--- src/rtl/bht_upd_ctrl_pkg.sv ---
// Shared types and constants for the gshare BHT retire-side update controller.
// The clear walk writes WK_NOT_TAKEN into every pattern-table counter.
package bht_upd_ctrl_pkg;

  localparam int BIT_BHT   = 6;
  localparam int LEN_BHT   = 1 << BIT_BHT;
  localparam int UPD_DEPTH = 8;
  localparam int ENTRY_W   = BIT_BHT + 1;

  typedef enum logic [1:0] {
    ST_NOT_TAKEN = 2'b00,
    WK_NOT_TAKEN = 2'b01,
    WK_TAKEN     = 2'b10,
    ST_TAKEN     = 2'b11
  } bht_ctr_e;

  typedef enum logic {
    S_CLEAR = 1'b0,
    S_RUN   = 1'b1
  } upd_state_e;

endpackage

--- src/rtl/bht_upd_fifo.sv ---
// Two-push / one-pop update FIFO with occupancy count and synchronous flush.
// Pushes that find no room are dropped; a push arriving while the FIFO is full is a protocol error.
module bht_upd_fifo #(
  parameter int DEPTH = 8,
  parameter int W     = 7
) (
  input  logic                   clock,
  input  logic                   reset,
  input  logic                   i_flush,
  input  logic                   i_push_a,
  input  logic [W-1:0]           i_data_a,
  input  logic                   i_push_b,
  input  logic [W-1:0]           i_data_b,
  input  logic                   i_pop,
  output logic [W-1:0]           o_head,
  output logic [$clog2(DEPTH):0] o_count,
  output logic [$clog2(DEPTH):0] o_count_next
);

  localparam int PW = $clog2(DEPTH);
  localparam int CW = PW + 1;
  localparam logic [CW-1:0] DEPTH_C = CW'(DEPTH);

  logic [W-1:0]  r_mem [DEPTH];
  logic [PW-1:0] r_rd_ptr;
  logic [PW-1:0] r_wr_ptr;
  logic [CW-1:0] r_count;

  logic          w_acc_a;
  logic          w_acc_b;
  logic          w_pop;
  logic [CW-1:0] w_count_next;

  assign w_acc_a      = i_push_a && (r_count < DEPTH_C);
  assign w_acc_b      = i_push_b && ((r_count + CW'(w_acc_a)) < DEPTH_C);
  assign w_pop        = i_pop && (r_count != '0);
  assign w_count_next = i_flush ? '0
                      : r_count + CW'(w_acc_a) + CW'(w_acc_b) - CW'(w_pop);

  always_ff @(posedge clock or posedge reset) begin
    if (reset) begin
      r_rd_ptr <= '0;
      r_wr_ptr <= '0;
      r_count  <= '0;
    end else if (i_flush) begin
      r_rd_ptr <= '0;
      r_wr_ptr <= '0;
      r_count  <= '0;
    end else begin
      r_wr_ptr <= r_wr_ptr + PW'(w_acc_a) + PW'(w_acc_b);
      r_rd_ptr <= r_rd_ptr + PW'(w_pop);
      r_count  <= w_count_next;
    end
  end

  // Slot b lands right behind slot a when both are accepted.
  always_ff @(posedge clock) begin
    if (!i_flush) begin
      if (w_acc_a) r_mem[r_wr_ptr] <= i_data_a;
      if (w_acc_b) r_mem[r_wr_ptr + PW'(w_acc_a)] <= i_data_b;
    end
  end

  assign o_head       = r_mem[r_rd_ptr];
  assign o_count      = r_count;
  assign o_count_next = w_count_next;

`ifndef SYNTHESIS
  a_no_overflow: assert property (@(posedge clock) disable iff (reset)
    !i_flush |-> ((i_push_a == w_acc_a) && (i_push_b == w_acc_b)));
`endif

endmodule

--- src/rtl/bht_upd_ctrl.sv ---
// Retire-side gshare BHT update controller: index hash, update FIFO, clear-walk FSM, retire stall.
// Optional BHT_UPD_BYPASS_EN: with the FIFO empty in RUN, the first retiring update drives upd_* in its retire cycle.
module bht_upd_ctrl #(
  parameter int DEPTH   = 8,
  parameter int BIT_BHT = 6
) (
  input  logic               clock,
  input  logic               reset,
  input  logic [1:0]         rob_retire_num,
  input  logic               rob_retire_cond0,
  input  logic               rob_retire_cond1,
  input  logic [63:0]        rob_retire_NPC0,
  input  logic [63:0]        rob_retire_NPC1,
  input  logic [BIT_BHT-1:0] rob_retire_BHR0,
  input  logic [BIT_BHT-1:0] rob_retire_BHR1,
  input  logic               rob_actual_taken0,
  input  logic               rob_actual_taken1,
  input  logic               clear_req,
  output logic               upd_valid,
  output logic [BIT_BHT-1:0] upd_idx,
  output logic               upd_taken,
  output logic               clr_valid,
  output logic [BIT_BHT-1:0] clr_idx,
  output logic               pred_block,
  output logic               rob_retire_stall
);

  import bht_upd_ctrl_pkg::*;

  // state   | meaning
  // S_CLEAR | walking clr_idx over the table, predictions blocked, retires dropped
  // S_RUN   | draining queued retire updates one per cycle

  localparam int EW = BIT_BHT + 1;
  localparam int CW = $clog2(DEPTH) + 1;
  localparam logic [BIT_BHT-1:0] LAST_IDX = '1;
  localparam logic [CW-1:0]      STALL_TH = CW'(DEPTH - 2);

  upd_state_e         r_state;
  logic [BIT_BHT-1:0] r_clr_idx;
  logic               r_clr_valid;
  logic               r_pred_block;
  logic               r_stall;

  logic               w_run;
  logic               w_v0;
  logic               w_v1;
  logic [EW-1:0]      w_e0;
  logic [EW-1:0]      w_e1;
  logic               w_first_v;
  logic [EW-1:0]      w_first_e;
  logic               w_second_v;
  logic               w_byp;
  logic [EW-1:0]      w_byp_e;
  logic               w_push_a;
  logic [EW-1:0]      w_data_a;
  logic               w_push_b;
  logic               w_flush;
  logic               w_pop;
  logic               w_head_v;
  logic [EW-1:0]      w_head;
  logic [EW-1:0]      w_out_e;
  logic [CW-1:0]      w_count;
  logic [CW-1:0]      w_count_next;
  logic               w_unused_npc;

  assign w_run = (r_state == S_RUN);

  // Slot 1 retires only when two instructions retire (num 2 or 3).
  assign w_v0 = (rob_retire_num != 2'd0) && rob_retire_cond0;
  assign w_v1 = rob_retire_num[1] && rob_retire_cond1;
  assign w_e0 = {rob_retire_NPC0[BIT_BHT+1:2] ^ rob_retire_BHR0, rob_actual_taken0};
  assign w_e1 = {rob_retire_NPC1[BIT_BHT+1:2] ^ rob_retire_BHR1, rob_actual_taken1};

  assign w_unused_npc = ^{rob_retire_NPC0[63:BIT_BHT+2], rob_retire_NPC0[1:0],
                          rob_retire_NPC1[63:BIT_BHT+2], rob_retire_NPC1[1:0]};

  assign w_first_v  = w_v0 || w_v1;
  assign w_first_e  = w_v0 ? w_e0 : w_e1;
  assign w_second_v = w_v0 && w_v1;

`ifdef BHT_UPD_BYPASS_EN
  assign w_byp   = w_run && (w_count == '0) && w_first_v;
  assign w_byp_e = w_first_e;
`else
  assign w_byp   = 1'b0;
  assign w_byp_e = '0;
`endif

  assign w_push_a = w_run && (w_byp ? w_second_v : w_first_v);
  assign w_data_a = w_byp ? w_e1 : w_first_e;
  assign w_push_b = w_run && !w_byp && w_second_v;
  assign w_flush  = !w_run || clear_req;
  assign w_head_v = w_run && (w_count != '0);
  assign w_pop    = w_head_v;

  bht_upd_fifo #(
    .DEPTH (DEPTH),
    .W     (EW)
  ) u_fifo (
    .clock        (clock),
    .reset        (reset),
    .i_flush      (w_flush),
    .i_push_a     (w_push_a),
    .i_data_a     (w_data_a),
    .i_push_b     (w_push_b),
    .i_data_b     (w_e1),
    .i_pop        (w_pop),
    .o_head       (w_head),
    .o_count      (w_count),
    .o_count_next (w_count_next)
  );

  always_ff @(posedge clock or posedge reset) begin
    if (reset) begin
      r_state      <= S_CLEAR;
      r_clr_idx    <= '0;
      r_clr_valid  <= 1'b1;
      r_pred_block <= 1'b1;
      r_stall      <= 1'b0;
    end else begin
      r_stall <= (w_count_next > STALL_TH);
      case (r_state)
        S_CLEAR: begin
          if (clear_req) begin
            r_clr_idx <= '0;
          end else if (r_clr_idx == LAST_IDX) begin
            r_state      <= S_RUN;
            r_clr_idx    <= '0;
            r_clr_valid  <= 1'b0;
            r_pred_block <= 1'b0;
          end else begin
            r_clr_idx <= r_clr_idx + 1'b1;
          end
        end
        S_RUN: begin
          if (clear_req) begin
            r_state      <= S_CLEAR;
            r_clr_idx    <= '0;
            r_clr_valid  <= 1'b1;
            r_pred_block <= 1'b1;
          end
        end
        default: r_state <= S_CLEAR;
      endcase
    end
  end

  assign w_out_e = w_head_v ? w_head : (w_byp ? w_byp_e : '0);

  assign upd_valid        = w_head_v || w_byp;
  assign upd_idx          = w_out_e[EW-1:1];
  assign upd_taken        = w_out_e[0];
  assign clr_valid        = r_clr_valid;
  assign clr_idx          = r_clr_idx;
  assign pred_block       = r_pred_block;
  assign rob_retire_stall = r_stall;

endmodule

--- config.mk ---
export PLATFORM = sky130hd
export DESIGN_NAME = bht_upd_ctrl
export DESIGN_NICKNAME = d
export VERILOG_FILES = /design/src/rtl/bht_upd_ctrl_pkg.sv /design/src/rtl/bht_upd_fifo.sv /design/src/rtl/bht_upd_ctrl.sv
export SDC_FILE = /design/constraint.sdc
export NUM_CORES = 1
export LEC_CHECK = 0
export CORE_ASPECT_RATIO = 2
export CORE_MARGIN = 3
export CORE_UTILIZATION = 41
export CTS_BUF_LIST = sky130_fd_sc_hd__clkbuf_4
export DETAILED_ROUTE_END_ITERATION = 8
export PLACE_DENSITY = 0.83
export SETUP_SLACK_MARGIN = 0.5
export SLEW_MARGIN = 20
export SYNTH_ARGS = -nofsm -noshare
export SYNTH_HDL_FRONTEND = slang
export SYNTH_SLANG_ARGS = --single-unit
export TNS_END_PERCENT = 30
--- constraint.sdc ---
create_clock -name clock -period 3.2 [get_ports clock]
set_clock_uncertainty 0.2 [all_clocks]
set_input_delay 0.48 -clock clock [delete_from_list [all_inputs] [get_ports clock]]
set_output_delay 0.48 -clock clock [all_outputs]
set_load 0.1 [all_outputs]
==> results of run 1 <==
==> per-layer routing <==
metal	track usage (%)	up-vias	share of wire, %
met2	38.6	68	61
met3	3.03	24	3.0
met5	0	-	0
met4	9.54	0	4.0
met1	17.1	1422	32
li1	-	1329	-
==> sequential cells by signal, indices dropped and copies added (netlist names) <==
signal / cells
u_fifo.o_count: 4
r_state: 1
clr_idx: 6
u_fifo.r_mem: 56
pred_block: 1
u_fifo.r_rd_ptr: 3
rob_retire_stall: 1
u_fifo.r_wr_ptr: 3
==> area by class of cell <==
type / count / area, µm²
sequential: 75 / 2160
fill: 806 / 4200
timing repair buffer: 99 / 948
tap: 132 / 165
clock inverter: 5 / 53.8
clock buffer: 11 / 82.6
inverter: 8 / 32.5
multi-input combinational: 207 / 2180
==> cell families (layout without fill, tap and decap cells) <==
| group | Yosys count | in the layout | synth area share (%) |
|---|---|---|---|
| multiplexers | 79 | 79 | 23.4 |
| flip-flops | 75 | 75 | 51.7 |
| AND/OR/NAND/NOR | 64 | 64 | 9.23 |
| AO/OA/AOI/OAI | 27 | 27 | 3.75 |
| XOR/XNOR | 23 | 23 | 5.79 |
| buffers and inverters | 16 | 123 | 1.71 |
| adder cells (fa/ha/maj) | 14 | 14 | 4.38 |
==> repair_timing <==
| item | 4_1_cts | 5_1_grt |
|---|---|---|
| endpoints found under the hold margin | 0 | 0 |
| pin swaps | 11 | 3 |
| gates resized for setup | 29 | 3 |
| gates cloned | 0 | 1 |
| endpoints found under the setup margin | 123 | 70 |
| buffers inserted | 5 | 3 |
==> power by group through the flow <==
stage	sequential [mW]	combinational, mW	clock (mW)
detailed placement	1.10	0.255	0
global placement	1.10	0.243	0
CTS	1.07	0.256	0.583
finish	1.07	0.256	0.577
floorplan	1.13	0.123	0
global route	1.08	0.275	0.629
==> how the worst max path moves through the flow <==
stage / end / start / slack, ps
global placement: u_fifo.r_mem[2][3] / rob_retire_cond0 / -180
global route: rob_retire_stall / u_fifo.o_count[3] / 290
floorplan: rob_retire_stall / u_fifo.o_count[3] / 200
finish: rob_retire_stall / u_fifo.o_count[3] / 440
detailed placement: rob_retire_stall / rob_retire_cond0 / -280
CTS: rob_retire_stall / u_fifo.o_count[3] / 440
==> placed cells by master (no fill, tap or decap), types with 5 or more instances in the layout <==
| cell | count |
|---|---|
| inv_1 | 5 |
| mux2i_1 | 50 |
| nor2_2 | 8 |
| nor2_1 | 9 |
| o21ai_0 | 6 |
| dfrtp_1 | 15 |
| mux2_2 | 10 |
| xnor2_1 | 11 |
| clkdlybuf4s50_1 | 28 |
| mux4_2 | 14 |
| nand3_2 | 8 |
| edfxtp_1 | 56 |
| buf_4 | 57 |
| nand2_1 | 12 |
| ha_1 | 9 |
| and2_1 | 5 |
| buf_12 | 9 |
| xor2_1 | 9 |
| clkbuf_4 | 11 |
| o21ai_1 | 7 |
==> worst max-delay path: stages, from the launching register on <==
cell and delay (ps):
dfrtp_2 430, nand2b_4 150, a21oi_4 150, ha_4 170, nand3_4 100, xor2_4 160, nand2_2 90, ha_4 270
inv_2 30, ha_4 150, inv_2 50, fa_2 420, nor2_2 140, nand3_1 80, o21ai_1 90
==> per-stage QoR <==
| step | instances | cell area, µm² | worst slack (ps) |
|---|---|---|---|
| final | 537 | 5630 | 440 |
| after global routing | 537 | 5630 | 290 |
| after CTS | 533 | 5570 | 442 |
| after detailed placement | 512 | 5270 | -279 |
| after global placement | 512 | 5270 | -184 |
| after floorplan | 298 | 4290 | 202 |
==> flow_summary.yaml, run 1 <==
die:
  rows: 51
  vertical_die_dimension_um: 149
  core_region_area_um2: 9830
  dieArea_um2: 11500
  die_width_um: 77.3
  initial_utilization_pct: 42.5
  io-pin-count: 166
timing:
  timing.max_slew.rel_slack_pct: 47.2
  fin_setup_tns_ps: 0
  setup_viol_count_final: 0
  unrepaired_setup_endpoints_after_global_routing: "yes"
  period_minus_slack_ps: 2760
  maxSlewViolCount: 0
  final_min_period_over_clock_period_pct: 86.2
  max_freq_ghz: 0.362
  max_slew.worst_pin.slew_ps: 786
  report.final.hold_viol_count: 0
  fin_worst_hold_slack_ps: 270
layout:
  area.growth.synth_to_final_pct: 34.8
  diodes: 0
  final_layout_size_suffix_gt1_share_pct: 38.5
  postLayoutCoreUtil_pct: 57.3
  nNetsFinal: 563
setup_path:
  required_ps: 3350
  timing.rr.start: "u_fifo.o_count[3]"
  critical_path_peak_fanout: 2
  rr_worst_depth: 14
  internal_reg_to_reg_setup_slack_ps: 440
  critical_path_source_type: "register"
  critical_path.endpoint_type: "register"
  timing.critical_path.arrival_ps: 2910
  critical_path_class: "register to register"
  timing.rr.end: "rob_retire_stall"
pwr:
  power.density_cell_area_nw_per_um2: 339
  reg_power_share_pct: 56.3
  power.total_mw: 1.91
  total_leakage_power_nw: 2.36
  pwr-share-clk_pct: 30.2
  sw_share_pct: 25.7
  internal_power_mw: 1.42
  share_comb_of_total_power_pct: 13.4
  total_switching_power_mw: 0.489
  ir_drop_mv: 0.305
route:
  avgViaCountPerCell: 5.29
  initialDrtViolationCount: 124
  number_of_nets_with_antenna_violations_after_detailed_routing: 0
  wl_per_cell_um: 19.3
  remaining_drc_errors: 0
  drt_wl_total_um: 10400
  route.vias.total: 2843
  drt_pre_antenna_iters: 4
clocking:
  cts_tree: "built"
  numCtsBuffers: 9
  cts_hold_buffers: 0
  htree_levels: 3
  path_clk_slew_ps: 110
  insertion_delay_ps: 430
  clockBufferDepth: 2
  clk_sinks: 75
  cts_root_buf: "clkbuf_4"
run:
  timing.max_cap.violations: 0
global_routing:
  grt_first_pass_wirelength_um: 16200
  global_route.usage.total_pct: 18.9
  grt_antenna_before_repair: 0
  gr-total-overflow: 0
  first_global_vias: 3141
  grt_start_max_net_pins: 20
logic_synthesis:
  seq_total_area_yosys_pct: 51.7
  avgSynthCellArea_um2: 14.0
  postSynthRegisterBits: 75
  yosys_most_used_dff: "edfxtp_1"
  cell_area_after_synthesis_um2: 4170
  synth_async_sr_flop_share_pct: 25.3
  number_of_flops_mapped_to_enable_cells_by_yosys: 56
  netlist.top_cell.by_area: "edfxtp_1"
  synthDistinctLibCells: 39
  post-synth-top-area-fraction_pct: 40.3
  syn_nets: 461
  synth_common_cells: "edfxtp_1, mux2i_1, dfrtp_1"
  yosysWarnings: 0
  synthMostInstantiatedCell: "edfxtp_1"
  synth_top_area_cells: "edfxtp_1, mux2i_1, dfrtp_1"
  synth_cells: 298
placed_design:
  io_buffers: 49
  finalWeightedCongestion: 0.822
  post-dp-hpwl_um: 8040
hold_path:
  min-delay-path-class: "input port to asynchronous set/reset pin"
status:
  run_status: "finished clean"
Power figures use the tool's default switching activity.
==> run 2, diff against run 1 <==
--- a/config.mk
+++ b/config.mk
@@ -7,10 +7,10 @@
 export LEC_CHECK = 0
 export CORE_ASPECT_RATIO = 2
 export CORE_MARGIN = 3
-export CORE_UTILIZATION = 41
+export CORE_UTILIZATION = 49
 export CTS_BUF_LIST = sky130_fd_sc_hd__clkbuf_4
 export DETAILED_ROUTE_END_ITERATION = 8
-export PLACE_DENSITY = 0.83
+export PLACE_DENSITY = 0.93
 export SETUP_SLACK_MARGIN = 0.5
 export SLEW_MARGIN = 20
 export SYNTH_ARGS = -nofsm -noshare
==> constraint.sdc (replaced) <==
create_clock -name clock -period 3.5 [get_ports clock]
set_clock_uncertainty 0.2 [all_clocks]
set_input_delay 0.525 -clock clock [delete_from_list [all_inputs] [get_ports clock]]
set_output_delay 0.525 -clock clock [all_outputs]
set_load 0.1 [all_outputs]
==> run 2 against run 1 <==
Cell count decreased by 6.5%. Wire length decreased by 4.2%. Via count increased by 0.56%. Clock power increased by 14%. Flip-flop and latch count unchanged. Critical path depth decreased by 2. Critical endpoint is now u_fifo.r_mem[4][2]. Largest power group unchanged. Highest routed layer unchanged.
==> flow_summary.yaml, run 2 (synthesis gave the netlist of run 1 again) <==
setup_path:
  crit_path_end: "u_fifo.r_mem[4][2]"
  internal_reg_to_reg_setup_slack_ps: 520
  critical_path_peak_fanout: 7
  path_common_cell: "buf_4"
  critPathLaunch: "rob_retire_cond0"
  timing.rr.end: "u_fifo.r_mem[4][2]"
  cp_cell_sequence: "dlygate4sd2_1 > o21ai_2 > a21oi_2 > buf_4 > buf_4 > buf_4 > ha_1 > ha_2 > nor4_2 > nand3_2 > o31ai_1 > buf_4"
  critical_path_source_type: "input port"
  rr_worst_depth: 11
  timing.rr.start: "u_fifo.o_count[3]"
  worst-path-buf-inv: 5
  timing.critical_path.arrival_ps: 2930
  required_ps: 3440
  critical_path_class: "input port to register"
  worstSetupPathDepth: 12
  timing.critical_path.max_delay_family: "buffers and inverters"
  critical_path.endpoint_type: "register"
  timing.critical_path.slowest_stage_cell: "nor4_2"
  critical_path.max_stage_delay_ps: 380
global_routing:
  grt_start_max_net_pins: 20
  gr-total-overflow: 0
  grt_antenna_before_repair: 1
  grt_first_pass_wirelength_um: 15600
  first_global_vias: 3033
  global_route.usage.total_pct: 21.5
timing:
  timing.max_slew.rel_slack_pct: 35.9
  setup_viol_count_final: 0
  fin_worst_hold_slack_ps: 297
  max_slew.worst_pin.slew_ps: 958
  report.final.hold_viol_count: 0
  unrepaired_setup_endpoints_after_global_routing: "yes"
  maxSlewViolCount: 0
  max_freq_ghz: 0.335
  fin_setup_tns_ps: 0
  final_min_period_over_clock_period_pct: 85.3
  period_minus_slack_ps: 2990
die:
  core_region_area_um2: 8290
  initial_utilization_pct: 50.3
  die_width_um: 71.3
  io-pin-count: 166
  vertical_die_dimension_um: 137
  dieArea_um2: 9730
  rows: 47
hold_path:
  min-delay-path-class: "input port to asynchronous set/reset pin"
layout:
  final_layout_size_suffix_gt1_share_pct: 33.5
  fill_cells: 577
  multi_input_gate_area_in_the_final_layout_um2: 2030
  nNetsFinal: 561
  regArea_um2: 2160
  mostFrequentLayoutCells: "buf_4, edfxtp_1, mux2i_1"
  area.growth.synth_to_final_pct: 28.5
  final_common_cell: "buf_4"
  top_register: "u_fifo.r_mem"
  largest_register_ff_count: 56
  design_area_um2: 5360
placed_design:
  post-dp-hpwl_um: 7500
  finalWeightedCongestion: 0.828
  placedInstanceArea_um2: 5060
  io_buffers: 49
clocking:
  cts_root_buf: "clkbuf_4"
  clockBufferDepth: 2
  cts_tree: "built"
  path_clk_slew_ps: 120
  htree_levels: 3
  cts_hold_buffers: 0
  clk_sinks: 75
  insertion_delay_ps: 430
  numCtsBuffers: 9
route:
  drt_wl_total_um: 9940
  route.vias.total: 2859
  drt_pre_antenna_iters: 6
  avgViaCountPerCell: 5.70
  initialDrtViolationCount: 218
  wl_per_cell_um: 19.8
  remaining_drc_errors: 0
  number_of_nets_with_antenna_violations_after_detailed_routing: 0
pwr:
  power.total_mw: 1.88
  power.density_cell_area_nw_per_um2: 350
  ir_drop_mv: 0.286
  total_leakage_power_nw: 2.34
run:
  timing.max_cap.violations: 0
status:
  run_status: "finished clean"
[run 2: cell count changes in the layout (fill, tap and decap cells not counted), sizes merged]
cell           change
clkbuf             -3
dlygate4sd2        -3
dlymetal6s2s       +3
buf                -2
bufinv             +2
clkdlybuf4s50      +1
diode              +1
[run 2: worst min-delay path by stage]
stage | end | cells past startpoint | start
after floorplan | clr_idx[0] | 1 | reset
after global placement | pred_block | 2 | pred_block
after detailed placement | pred_block | 2 | pred_block
after CTS | rob_retire_stall | 2 | reset
after global routing | rob_retire_stall | 2 | reset
final | rob_retire_stall | 2 | reset
[run 2: through the flow]
step / utilization, % / setup slack (ps) / instances
floorplan: - / 365 / 298
global placement: 61.1 / -10.2 / 478
detailed placement: 61.1 / -117 / 478
CTS: 63.7 / 435 / 496
global route: 64.7 / 399 / 502
finish: 64.7 / 514 / 502
[run 2: worst register-to-register path: stages (launching register included)]
cell and delay [ps]:
dfrtp_2 420, nand2b_4 150, a21oi_2 130, buf_4 130
buf_4 90, buf_4 100, ha_1 140, ha_2 320
nor4_2 380, nand3_2 250, o31ai_1 130, buf_4 240
[run 2: power breakdown]
group	internal [mW]	switching (mW)
logic	0.0969	0.139
registers	0.976	0.00577
clock network	0.360	0.299
total	1.43	0.444
[run 2: what timing repair did]
| item | 4_1_cts | 5_1_grt |
|---|---|---|
| pin swaps | 3 | 8 |
| buffers inserted | 2 | 5 |
| gates cloned | 0 | 0 |
| gates resized for setup | 5 | 9 |
| setup endpoints to repair | 7 | 105 |
[run 2: metal layers]
metal | global-route usage, % | vias to the layer above | part of all wire [%]
li1 | - | 1334 | -
met1 | 22.4 | 1388 | 33
met2 | 39.9 | 113 | 58
met3 | 4.12 | 24 | 5.6
met4 | 10.8 | 0 | 3.0
met5 | 0 | - | 0
[run 2: cell type report]
type | instances | share of cell area [%]
flip-flops and latches | 75 | 40.3
multi-input cells | 207 | 37.9
repair buffers | 97 | 15.5
well taps | 98 | 2.29
clock inverters | 7 | 2.17
clock buffers | 9 | 1.26
inverters | 8 | 0.560
diodes | 1 | 0.0467
==> run 3, diff against run 2 <==
--- a/config.mk
+++ b/config.mk
@@ -11,7 +11,6 @@
 export CTS_BUF_LIST = sky130_fd_sc_hd__clkbuf_4
 export DETAILED_ROUTE_END_ITERATION = 8
 export PLACE_DENSITY = 0.93
-export SETUP_SLACK_MARGIN = 0.5
 export SLEW_MARGIN = 20
 export SYNTH_ARGS = -nofsm -noshare
 export SYNTH_HDL_FRONTEND = slang
==> run 3 against run 2 <==
Core utilization shrank 2.6 points. Sequential power is essentially flat. Highest routed layer unchanged. Wire length shrank 5.0%. Worst setup slack lost 360 ps. Clock power shrank 9.1%. Clock-buffer cell count is the same.
==> flow_summary.yaml, run 3 (synthesis gave the netlist of run 1 again) <==
setup_path:
  timing.rr.start: "u_fifo.o_count[3]"
  critical_path_peak_fanout: 3
  critical_path.endpoint_type: "register"
  critical_path_source_type: "input port"
  timing.critical_path.arrival_ps: 3500
  critical_path_class: "input port to register"
  critPathLaunch: "rob_retire_cond0"
  required_ps: 3660
route:
  initialDrtViolationCount: 105
  route.vias.total: 2825
  number_of_nets_with_antenna_violations_after_detailed_routing: 0
  wl_per_cell_um: 19.3
  drt_pre_antenna_iters: 4
  remaining_drc_errors: 0
  drt_wl_total_um: 9440
  avgViaCountPerCell: 5.79
global_routing:
  groute.layer.met1.usage_pct: 18.4
  grt_use_met3_pct: 3.75
  global_route.usage.total_pct: 20.5
  gr-total-overflow: 0
  grt_start_max_net_pins: 20
  grt_first_pass_wirelength_um: 14800
  first_global_vias: 3081
  top_usage_layer: "met2"
  gr-usage-met2_pct: 39.9
  grt_antenna_before_repair: 1
timing:
  maxSlewViolCount: 0
  max_slew.worst_pin.slew_ps: 974
  period_minus_slack_ps: 3340
  unrepaired_setup_endpoints_after_global_routing: "no"
  report.final.hold_viol_count: 0
  setup_viol_count_final: 0
  timing.max_slew.rel_slack_pct: 34.9
  finalWorstSetupSlack_ps: 156
  max_freq_ghz: 0.299
  final_min_period_over_clock_period_pct: 95.6
clocking:
  cts_tree: "built"
  insertion_delay_ps: 430
  clk_sinks: 75
  post-cts-setup-buffers: 0
  numCtsBuffers: 9
  path_clk_slew_ps: 120
  htree_levels: 3
  cts_root_buf: "clkbuf_4"
  cts-resized-gates: 0
  clockBufferDepth: 2
  cts_hold_buffers: 0
layout:
  final_layout_size_suffix_gt1_share_pct: 26.2
  design_area_um2: 5150
  final_common_cell: "edfxtp_1"
  largest_register_ff_count: 56
  top_register: "u_fifo.r_mem"
  fill_cells: 603
  mostFrequentLayoutCells: "edfxtp_1, mux2i_1, buf_4"
  area.growth.synth_to_final_pct: 23.4
  nNetsFinal: 547
pwr:
  sw_share_pct: 25.3
  total_leakage_power_nw: 2.25
  total_switching_power_mw: 0.460
  pwr-share-clk_pct: 32.9
  ir_drop_mv: 0.269
  reg_power_share_pct: 54.0
  share_comb_of_total_power_pct: 13.2
  internal_power_mw: 1.36
  power.density_cell_area_nw_per_um2: 353
placed_design:
  finalWeightedCongestion: 0.875
  post-dp-hpwl_um: 7420
  io_buffers: 49
  placedInstanceArea_um2: 4990
  dp_slack_ps: -310
die:
  rows: 47
  core_region_area_um2: 8290
  io-pin-count: 166
  die_width_um: 71.3
  vertical_die_dimension_um: 137
  initial_utilization_pct: 50.3
  dieArea_um2: 9730
hold_path:
  min-delay-path-class: "input port to asynchronous set/reset pin"
status:
  run_status: "finished clean"
run:
  timing.max_cap.violations: 0
==> run 3: cell count changes in the layout (fill, tap and decap cells not counted), moves of 2 or more <==
| cell | before | now |
|---|---|---|
| nor4b_2 | 0 | 2 |
| inv_1 | 5 | 7 |
| clkinv_2 | 2 | 0 |
| inv_2 | 3 | 1 |
| nand3_4 | 2 | 0 |
| ha_2 | 2 | 0 |
| clkinv_1 | 0 | 2 |
| clkdlybuf4s50_1 | 29 | 36 |
| nor4b_4 | 2 | 0 |
| ha_1 | 10 | 13 |
| dlymetal6s2s_1 | 3 | 0 |
| buf_4 | 63 | 46 |
==> run 3: final timing paths <==
path,endpoint,slack [ps],cells past startpoint
min in group clock,pred_block,320,2
min reg2reg,pred_block,320,2
max reg2reg,rob_retire_stall,200,15
min,clr_idx[1],300,2
max in group asynchronous,u_fifo.o_count[1],2330,2
max,rob_retire_stall,160,16
==> run 3: power groups by stage <==
stage	Combinational [mW]	Clock [mW]	Sequential, mW
2_1_floorplan	0.112	0	1.03
3_5_place_dp	0.239	0	1.00
6_report	0.240	0.599	0.982
5_1_grt	0.257	0.640	0.983
3_3_place_gp	0.225	0	1.00
4_1_cts	0.240	0.608	0.982
==> run 3: area by class of cell <==
cell class,instances,area (µm²),area share (%)
repair buffers,83,726,14.1
well taps,98,123,2.38
multi-input cells,207,1950,37.9
diodes,1,2.50,0.0486
clock inverters,7,92.6,1.80
clock buffers,9,67.6,1.31
inverters,8,30.0,0.583
flip-flops and latches,75,2160,41.9
==> run 3: critical path: stages <==
cell             delay, ps
clkdlybuf4s50_1        500
o21ai_0                100
a21oi_1                240
ha_1                   230
nand3_1                170
xor2_4                 170
nand2_1                100
ha_1                   290
inv_1                   60
ha_1                   160
inv_1                   60
fa_1                   370
xor2_1                 170
nor2_1                 140
nand3_1                130
o21ai_1                100
==> run 3: metal layers <==
layer	vias up	part of all wire, %
met5	-	0
met4	0	4.4
met3	34	4.6
met2	120	61
met1	1367	31
li1	1304	-
==> run 3: through the flow <==
stage	cells	TNS [ps]	util (%)	hold slack, ps	power, mW
2_1_floorplan	298	0	-	275	1.15
3_3_place_gp	471	-188	60.2	280	1.23
3_5_place_dp	471	-1260	60.2	303	1.24
4_1_cts	487	0	62.1	309	1.83
5_1_grt	488	0	62.1	332	1.88
6_report	488	0	62.1	302	1.82
